[src/rtl/sram_march_bist.sv]
// March C- built-in self test engine for a single-port synchronous SRAM.
// It walks the six March C- elements over addresses 0..ADDR_MAX and drives
// the same registered address / write-data / we_n bus as any other SRAM
// master. Reads are checked through a compare pipeline that matches the SRAM
// read latency.
//
// Bus handshake: there is no valid/ready pair. While a run is active, every
// clock cycle carries exactly one operation on the registered bus: a write
// when BIST_we_n is 0, otherwise a read. The word for a read appears on
// BIST_read_data RD_LAT cycles after the cycle in which its address was
// presented, and the SRAM is assumed never to stall.
module sram_march_bist #(
    parameter int ADDR_W   = 18,
    parameter int DATA_W   = 16,
    parameter int ADDR_MAX = 2**ADDR_W - 1,
    parameter int RD_LAT   = 2,
    parameter int CNT_W    = 8
) (
    input  logic              Clock,
    input  logic              Reset,
    input  logic              BIST_start,
    input  logic              BIST_abort,
    input  logic              BIST_mode,
    output logic [ADDR_W-1:0] BIST_address,
    output logic [DATA_W-1:0] BIST_write_data,
    output logic              BIST_we_n,
    input  logic [DATA_W-1:0] BIST_read_data,
    output logic              BIST_finish,
    output logic              BIST_mismatch,
    output logic [ADDR_W-1:0] BIST_fail_address,
    output logic [CNT_W-1:0]  BIST_fail_count
);

    // The drain counter only has to count up to RD_LAT-1.
    localparam int                DRN_W     = (RD_LAT > 1) ? $clog2(RD_LAT) : 1;
    localparam logic [DRN_W-1:0]  DRN_LAST  = DRN_W'(RD_LAT - 1);
    localparam logic [ADDR_W-1:0] ADDR_LAST = ADDR_W'(ADDR_MAX);
    localparam logic [CNT_W-1:0]  CNT_SAT   = '1;

    // March elements, numbered in the order they execute.
    localparam logic [2:0] M0 = 3'd0;  // up   (w0)
    localparam logic [2:0] M1 = 3'd1;  // up   (r0,w1)
    localparam logic [2:0] M2 = 3'd2;  // up   (r1,w0)
    localparam logic [2:0] M3 = 3'd3;  // down (r0,w1)
    localparam logic [2:0] M4 = 3'd4;  // down (r1,w0)
    localparam logic [2:0] M5 = 3'd5;  // down (r0)

    typedef enum logic [1:0] {
        S_IDLE  = 2'd0,
        S_READ  = 2'd1,
        S_WRITE = 2'd2,
        S_DRAIN = 2'd3
    } state_t;

    // Background pattern for one address. Solid mode is all zeros. In
    // checkerboard mode even addresses hold ...0101 and odd ones ...1010.
    function automatic logic [DATA_W-1:0] bg_word(input logic mode, input logic a0);
        logic [DATA_W-1:0] r;
        r = '0;
        for (int i = 0; i < DATA_W; i++) begin
            r[i] = mode & (a0 ^ ((i % 2) == 0));
        end
        return r;
    endfunction

    // Logical cell value: "0" is the background, "1" is its complement.
    function automatic logic [DATA_W-1:0] cell_word(input logic mode, input logic a0,
                                                     input logic one);
        return bg_word(mode, a0) ^ {DATA_W{one}};
    endfunction

    // Value each element expects when it reads.
    function automatic logic elem_rd_one(input logic [2:0] e);
        return (e == M2) || (e == M4);
    endfunction

    // Value each element writes.
    function automatic logic elem_wr_one(input logic [2:0] e);
        return (e == M1) || (e == M3);
    endfunction

    // Registered state.
    state_t              state_q, state_d;
    logic [2:0]          elem_q, elem_d;
    logic                mode_q, mode_d;
    logic                start_q, start_d;
    logic [DRN_W-1:0]    drain_cnt_q, drain_cnt_d;
    logic [ADDR_W-1:0]   addr_q, addr_d;
    logic [DATA_W-1:0]   wdata_q, wdata_d;
    logic                we_n_q, we_n_d;
    logic                finish_q, finish_d;
    logic                mismatch_q, mismatch_d;
    logic [ADDR_W-1:0]   fail_addr_q, fail_addr_d;
    logic [CNT_W-1:0]    fail_cnt_q, fail_cnt_d;

    // Compare pipeline: one entry per read issued, aligned with its read data.
    logic                pipe_valid_q [RD_LAT];
    logic                pipe_valid_d [RD_LAT];
    logic [DATA_W-1:0]   pipe_exp_q   [RD_LAT];
    logic [DATA_W-1:0]   pipe_exp_d   [RD_LAT];
    logic [ADDR_W-1:0]   pipe_addr_q  [RD_LAT];
    logic [ADDR_W-1:0]   pipe_addr_d  [RD_LAT];

    // Helper nets.
    logic                start_edge;
    logic                elem_up;
    logic                elem_end;
    logic [ADDR_W-1:0]   addr_step;
    logic [2:0]          elem_next;
    logic [ADDR_W-1:0]   elem_next_addr;
    logic                cmp_fail;

    assign start_edge     = BIST_start & ~start_q;
    assign elem_up        = (elem_q <= M2);
    assign elem_end       = elem_up ? (addr_q == ADDR_LAST) : (addr_q == '0);
    assign addr_step      = elem_up ? (addr_q + ADDR_W'(1)) : (addr_q - ADDR_W'(1));
    assign elem_next      = elem_q + 3'd1;
    assign elem_next_addr = (elem_next <= M2) ? '0 : ADDR_LAST;
    assign cmp_fail       = pipe_valid_q[RD_LAT-1] &&
                            (BIST_read_data != pipe_exp_q[RD_LAT-1]);

    // Next-state logic: march sequencing, compare pipeline and fail capture.
    always_comb begin
        state_d     = state_q;
        elem_d      = elem_q;
        mode_d      = mode_q;
        start_d     = BIST_start;
        drain_cnt_d = drain_cnt_q;
        addr_d      = addr_q;
        wdata_d     = wdata_q;
        we_n_d      = 1'b1;
        finish_d    = finish_q;
        mismatch_d  = mismatch_q;
        fail_addr_d = fail_addr_q;
        fail_cnt_d  = fail_cnt_q;

        // Shift the compare pipeline; stage 0 is loaded only by a read.
        pipe_valid_d[0] = 1'b0;
        pipe_exp_d[0]   = pipe_exp_q[0];
        pipe_addr_d[0]  = pipe_addr_q[0];
        for (int i = 1; i < RD_LAT; i++) begin
            pipe_valid_d[i] = pipe_valid_q[i-1];
            pipe_exp_d[i]   = pipe_exp_q[i-1];
            pipe_addr_d[i]  = pipe_addr_q[i-1];
        end

        // Check the read word that lines up with the oldest pipeline entry.
        if (cmp_fail) begin
            mismatch_d = 1'b1;
            if (fail_cnt_q != CNT_SAT) begin
                fail_cnt_d = fail_cnt_q + CNT_W'(1);
            end
            if (!mismatch_q) begin
                fail_addr_d = pipe_addr_q[RD_LAT-1];
            end
        end

        case (state_q)
            S_IDLE: begin
                finish_d = 1'b1;
                if (start_edge) begin
                    finish_d    = 1'b0;
                    mismatch_d  = 1'b0;
                    fail_addr_d = '0;
                    fail_cnt_d  = '0;
                    mode_d      = BIST_mode;
                    elem_d      = M0;
                    addr_d      = '0;
                    state_d     = S_WRITE;
                    we_n_d      = 1'b0;
                    wdata_d     = cell_word(BIST_mode, 1'b0, 1'b0);
                end
            end

            S_READ: begin
                // The read on the bus this cycle is in flight even if we abort now.
                pipe_valid_d[0] = 1'b1;
                pipe_exp_d[0]   = cell_word(mode_q, addr_q[0], elem_rd_one(elem_q));
                pipe_addr_d[0]  = addr_q;
                if (BIST_abort) begin
                    state_d     = S_DRAIN;
                    drain_cnt_d = '0;
                end else if (elem_q == M5) begin
                    if (elem_end) begin
                        state_d     = S_DRAIN;
                        drain_cnt_d = '0;
                    end else begin
                        addr_d = addr_step;
                    end
                end else begin
                    state_d = S_WRITE;
                    we_n_d  = 1'b0;
                    wdata_d = cell_word(mode_q, addr_q[0], elem_wr_one(elem_q));
                end
            end

            S_WRITE: begin
                if (BIST_abort) begin
                    state_d     = S_DRAIN;
                    drain_cnt_d = '0;
                end else if (elem_end) begin
                    // Every element after M0 starts with a read.
                    elem_d  = elem_next;
                    addr_d  = elem_next_addr;
                    state_d = S_READ;
                end else if (elem_q == M0) begin
                    addr_d  = addr_step;
                    we_n_d  = 1'b0;
                    wdata_d = cell_word(mode_q, addr_step[0], 1'b0);
                end else begin
                    addr_d  = addr_step;
                    state_d = S_READ;
                end
            end

            S_DRAIN: begin
                // Let the last RD_LAT reads reach the comparator before finishing.
                if (drain_cnt_q == DRN_LAST) begin
                    state_d  = S_IDLE;
                    finish_d = 1'b1;
                end else begin
                    drain_cnt_d = drain_cnt_q + DRN_W'(1);
                end
            end

            default: begin
                state_d = S_IDLE;
            end
        endcase
    end

    // State and output registers with synchronous active-high reset.
    always_ff @(posedge Clock) begin
        if (Reset) begin
            state_q     <= S_IDLE;
            elem_q      <= M0;
            mode_q      <= 1'b0;
            start_q     <= 1'b0;
            drain_cnt_q <= '0;
            addr_q      <= '0;
            wdata_q     <= '0;
            we_n_q      <= 1'b1;
            finish_q    <= 1'b0;
            mismatch_q  <= 1'b0;
            fail_addr_q <= '0;
            fail_cnt_q  <= '0;
            for (int i = 0; i < RD_LAT; i++) begin
                pipe_valid_q[i] <= 1'b0;
                pipe_exp_q[i]   <= '0;
                pipe_addr_q[i]  <= '0;
            end
        end else begin
            state_q     <= state_d;
            elem_q      <= elem_d;
            mode_q      <= mode_d;
            start_q     <= start_d;
            drain_cnt_q <= drain_cnt_d;
            addr_q      <= addr_d;
            wdata_q     <= wdata_d;
            we_n_q      <= we_n_d;
            finish_q    <= finish_d;
            mismatch_q  <= mismatch_d;
            fail_addr_q <= fail_addr_d;
            fail_cnt_q  <= fail_cnt_d;
            for (int i = 0; i < RD_LAT; i++) begin
                pipe_valid_q[i] <= pipe_valid_d[i];
                pipe_exp_q[i]   <= pipe_exp_d[i];
                pipe_addr_q[i]  <= pipe_addr_d[i];
            end
        end
    end

    assign BIST_address      = addr_q;
    assign BIST_write_data   = wdata_q;
    assign BIST_we_n         = we_n_q;
    assign BIST_finish       = finish_q;
    assign BIST_mismatch     = mismatch_q;
    assign BIST_fail_address = fail_addr_q;
    assign BIST_fail_count   = fail_cnt_q;

endmodule

[config.mk]
export PLATFORM = sky130hd
export DESIGN_NAME = sram_march_bist
export DESIGN_NICKNAME = d
export VERILOG_FILES = /design/src/rtl/sram_march_bist.sv
export SDC_FILE = /design/constraint.sdc
export NUM_CORES = 1
export LEC_CHECK = 0
export ABC_AREA = 0
export CAP_MARGIN = 10
export CORE_MARGIN = 8
export CORE_UTILIZATION = 53
export DETAILED_ROUTE_END_ITERATION = 12
export HOLD_SLACK_MARGIN = 0.03
export PLACE_DENSITY = 0.78
export SYNTH_ARGS = -nofsm -noshare
export SYNTH_HDL_FRONTEND = slang
export SYNTH_SLANG_ARGS = --single-unit
export TNS_END_PERCENT = 30
[constraint.sdc]
create_clock -name Clock -period 3.47 [get_ports Clock]
set_input_delay 0.8675 -clock Clock [delete_from_list [all_inputs] [get_ports Clock]]
set_output_delay 0.8675 -clock Clock [all_outputs]
set_load 0.05 [all_outputs]
==> key figures <==
GRT
  • First-pass GRT wire length: 20,100 um
  • Largest net degree at the start of global routing: 60
  • GRT Overall Usage: 18.9%
  • Initial antenna violation count: 0
  • Vias in the first global route: 4,146
  • Grt total ovfl: 0

Logic synthesis
  • Async set or reset register ratio after synthesis: 0%
  • Mapped cell area: 4980 um2
  • Leading register cell type out of synthesis: dfxtp_1
  • Yosys warns: 0
  • Largest cells by area after synthesis: dfxtp_1, mux2i_1, nor2_1, ha_1, nor2b_1
  • Count of cell types in the netlist: 56
  • Post-synth top area cell: dfxtp_1
  • Post-Syn Nets: 611
  • Synth Instances: 577
  • #FFs+latches synth: 99
  • Top-count cell post-synth: dfxtp_1
  • EDFF count, synth: 0
  • Share of the synthesized area in the top cell type: 39.8%
  • Synth Area per Inst: 8.63 um2
  • Most common library cells after synthesis: dfxtp_1, nor2_1, mux2i_1
  • Sequential area share after synthesis: 39.8%

Clock network
  • CTS Sinks: 99
  • Post-CTS setup buffers: 0
  • Clk Tree Root Cell: clkbuf_8
  • CTS Hold Buffers Added: 0
  • H-tree depth: 3
  • Worst-path clk slew: 0.10 ns
  • Longest Clk Path Bufs: 2
  • CTS buffer count: 9
  • CTS tree: done
  • Skew-Pair Late Insertion Delay: 0.36 ns
  • Post_cts resized: 0

Drt
  • Routed vias: 4,366
  • DR iter-0 viols: 350
  • Drt wl/cell: 16.1 um
  • Routed Antenna Nets: 0
  • # DRC: 0
  • Drt first pass iters: 5
  • Vias per inst: 5.88
  • Routed WL: 12,000 um

Floorplan
  • # IOs: 84
  • Die height: 113 um
  • Die ar.: 12,800 um2
  • CORE AREA: 9200 um2
  • Cell row count: 35
  • Die X: 113 um
  • Initial Util: 54.1%

Final layout
  • Nets: 661
  • Share of layout cells above drive strength 1: 6.17%
  • Final Util: 65.0%
  • Area Growth Syn to Fin: 20.1%
  • Diode count: 0
  • Cell area after layout: 5980 um2

Setup path
  • R2R cell count: 7
  • Worst path arrival time: 2.07 ns
  • CP startpoint kind: flop
  • Count of buffer and inverter cells on the critical path: 1
  • Worst flop-to-flop path endpoint: BIST_address[8]
  • CP endpoint kind: output pin
  • Kind of critical path: reg2out
  • CP cell instances: clkdlybuf4s50_1
  • Reg2Reg Setup Slack: 0.56 ns
  • Critical path's top delay family: buffers and inverters
  • Critical-path maximum fanout: 14
  • Max stage delay on crit path: 0.93 ns
  • Worst Path Required: 2.60 ns
  • R2r startpoint: BIST_address[4]
  • Crit path max-delay cell type: clkdlybuf4s50_1

Hold path
  • Min-Delay Path Class: reg2reg
  • Hold path endpoint: pipe_valid_q[0][1]
  • Hold depth: 1
  • Hold wc startpoint: pipe_valid_q[0][0]

Timing
  • Final Hold Vio Count: 0
  • Min cycle time layout: 2.94 ns
  • Clock Skew: 0.00846 ns
  • Slew margin rel.: 54.4%
  • Fin. max-slew vios: 0
  • Maximum clock frequency: 0.340 GHz
  • Worst Tran Pin Value: 0.683 ns
  • Setup-failing EPs final: 0
  • Fin crit share: 84.7%
  • RSZ-0062 raised after global routing: no
  • Post-route setup slack: 0.531 ns
  • Post-Route Setup TNS: 0 ns

Power and ir drop
  • LEAKAGE: 2.28 nW
  • Power density over the cells: 515 nW/um2
  • Max IR drop VDD: 0.000304 V
  • Tot Pwr: 3.08 mW

Place
  • DP HPWL: 8860 um
  • Placement Setup Slack: 0.482 ns
  • GPL Wtd Cong: 0.951
  • # port buffers: 83
  • Area after DPL: 5770 um2

Run
  • Max-cap viol count: 0

Run status
  • Status: completed
-- cell families (layout without fill, tap and decap cells) --
logic type	count (synthesis)	after routing	share of synthesized area [%]
muxes	48	48	9.68
and+or+nand+nor	227	227	23.8
DFF	99	99	39.8
adders and majority gates	13	13	3.27
buffers and inverters	72	127	6.96
AOI/OAI and AO/OA	111	111	15.3
xor gates and xnor gates	7	7	1.23
-- area by class of cell --
cell class / count / area [um2]
fillers: 744 / 3220
repair buffers: 97 / 943
multi-input cells: 406 / 2650
flip-flops and latches: 99 / 1980
clock inverters: 7 / 90.1
inverters: 14 / 52.6
well taps: 111 / 139
clock buffers: 9 / 124
-- state kept, by name (all words and copies together) (netlist names), 2 cells and up --
signal and count:
pipe_valid_q 2, BIST_write_data 2, pipe_addr_q 36, state_q 2, BIST_fail_address 18, BIST_fail_count 8, pipe_exp_q 4, elem_q 3
BIST_address 18
-- per-layer routing --
| layer | GRT usage [%] | wire length, um | up-vias |
|---|---|---|---|
| met5 | 0 | 0 | - |
| met3 | 4.85 | 922 | 20 |
| met2 | 30.6 | 5490 | 164 |
| met4 | 6.22 | 165 | 0 |
| li1 | - | - | 2161 |
| met1 | 24.0 | 5420 | 2021 |
-- worst max path at each step --
stage / from / end / slack, ns / depth (start not counted)
after detailed placement: BIST_start / BIST_address[8] / 0.48 / 8
after global routing: elem_q[0] / BIST_address[6] / 0.28 / 12
after floorplan: elem_q[0] / BIST_address[6] / 0.38 / 14
after CTS: BIST_address[0] / BIST_address[0] / 0.54 / 1
final: BIST_address[0] / BIST_address[0] / 0.53 / 1
after global placement: BIST_start / BIST_address[13] / 0.60 / 8
-- cells in the final DEF, fill, tap and decap left out, drive strengths merged, types with 2 or more instances in the layout --
master / count
nor4: 11
a22oi: 2
and3: 3
inv: 18
a211oi: 13
or4: 6
nor2: 70
nand2: 35
o21ai: 21
ha: 13
o31ai: 2
o22ai: 3
clkinvlp: 2
nand4: 16
a21oi: 24
o41ai: 2
and4: 4
or3: 5
xnor2: 3
nor2b: 26
o21a: 2
buf: 15
and2: 4
clkdlybuf4s50: 82
nor3: 15
a31oi: 7
nand3: 16
a221oi: 3
o211ai: 8
dfxtp: 99
mux2i: 47
a211o: 2
clkbuf: 9
a311oi: 14
xor2: 4
nand2b: 12
-- power by group --
| part | total (mW) | switching [mW] | internal [mW] |
|---|---|---|---|
| registers | 1.24 | 0.0594 | 1.18 |
| logic | 1.06 | 0.688 | 0.372 |
| clock network | 0.780 | 0.427 | 0.353 |
-- stage by stage --
step                instances  hold WS [ns]
finish                    743         0.456
global route              743         0.473
CTS                       743         0.459
detailed placement        727         0.436
global placement          727         0.421
floorplan                 577         0.414
No activity file was read; power rests on OpenSTA's default activity.
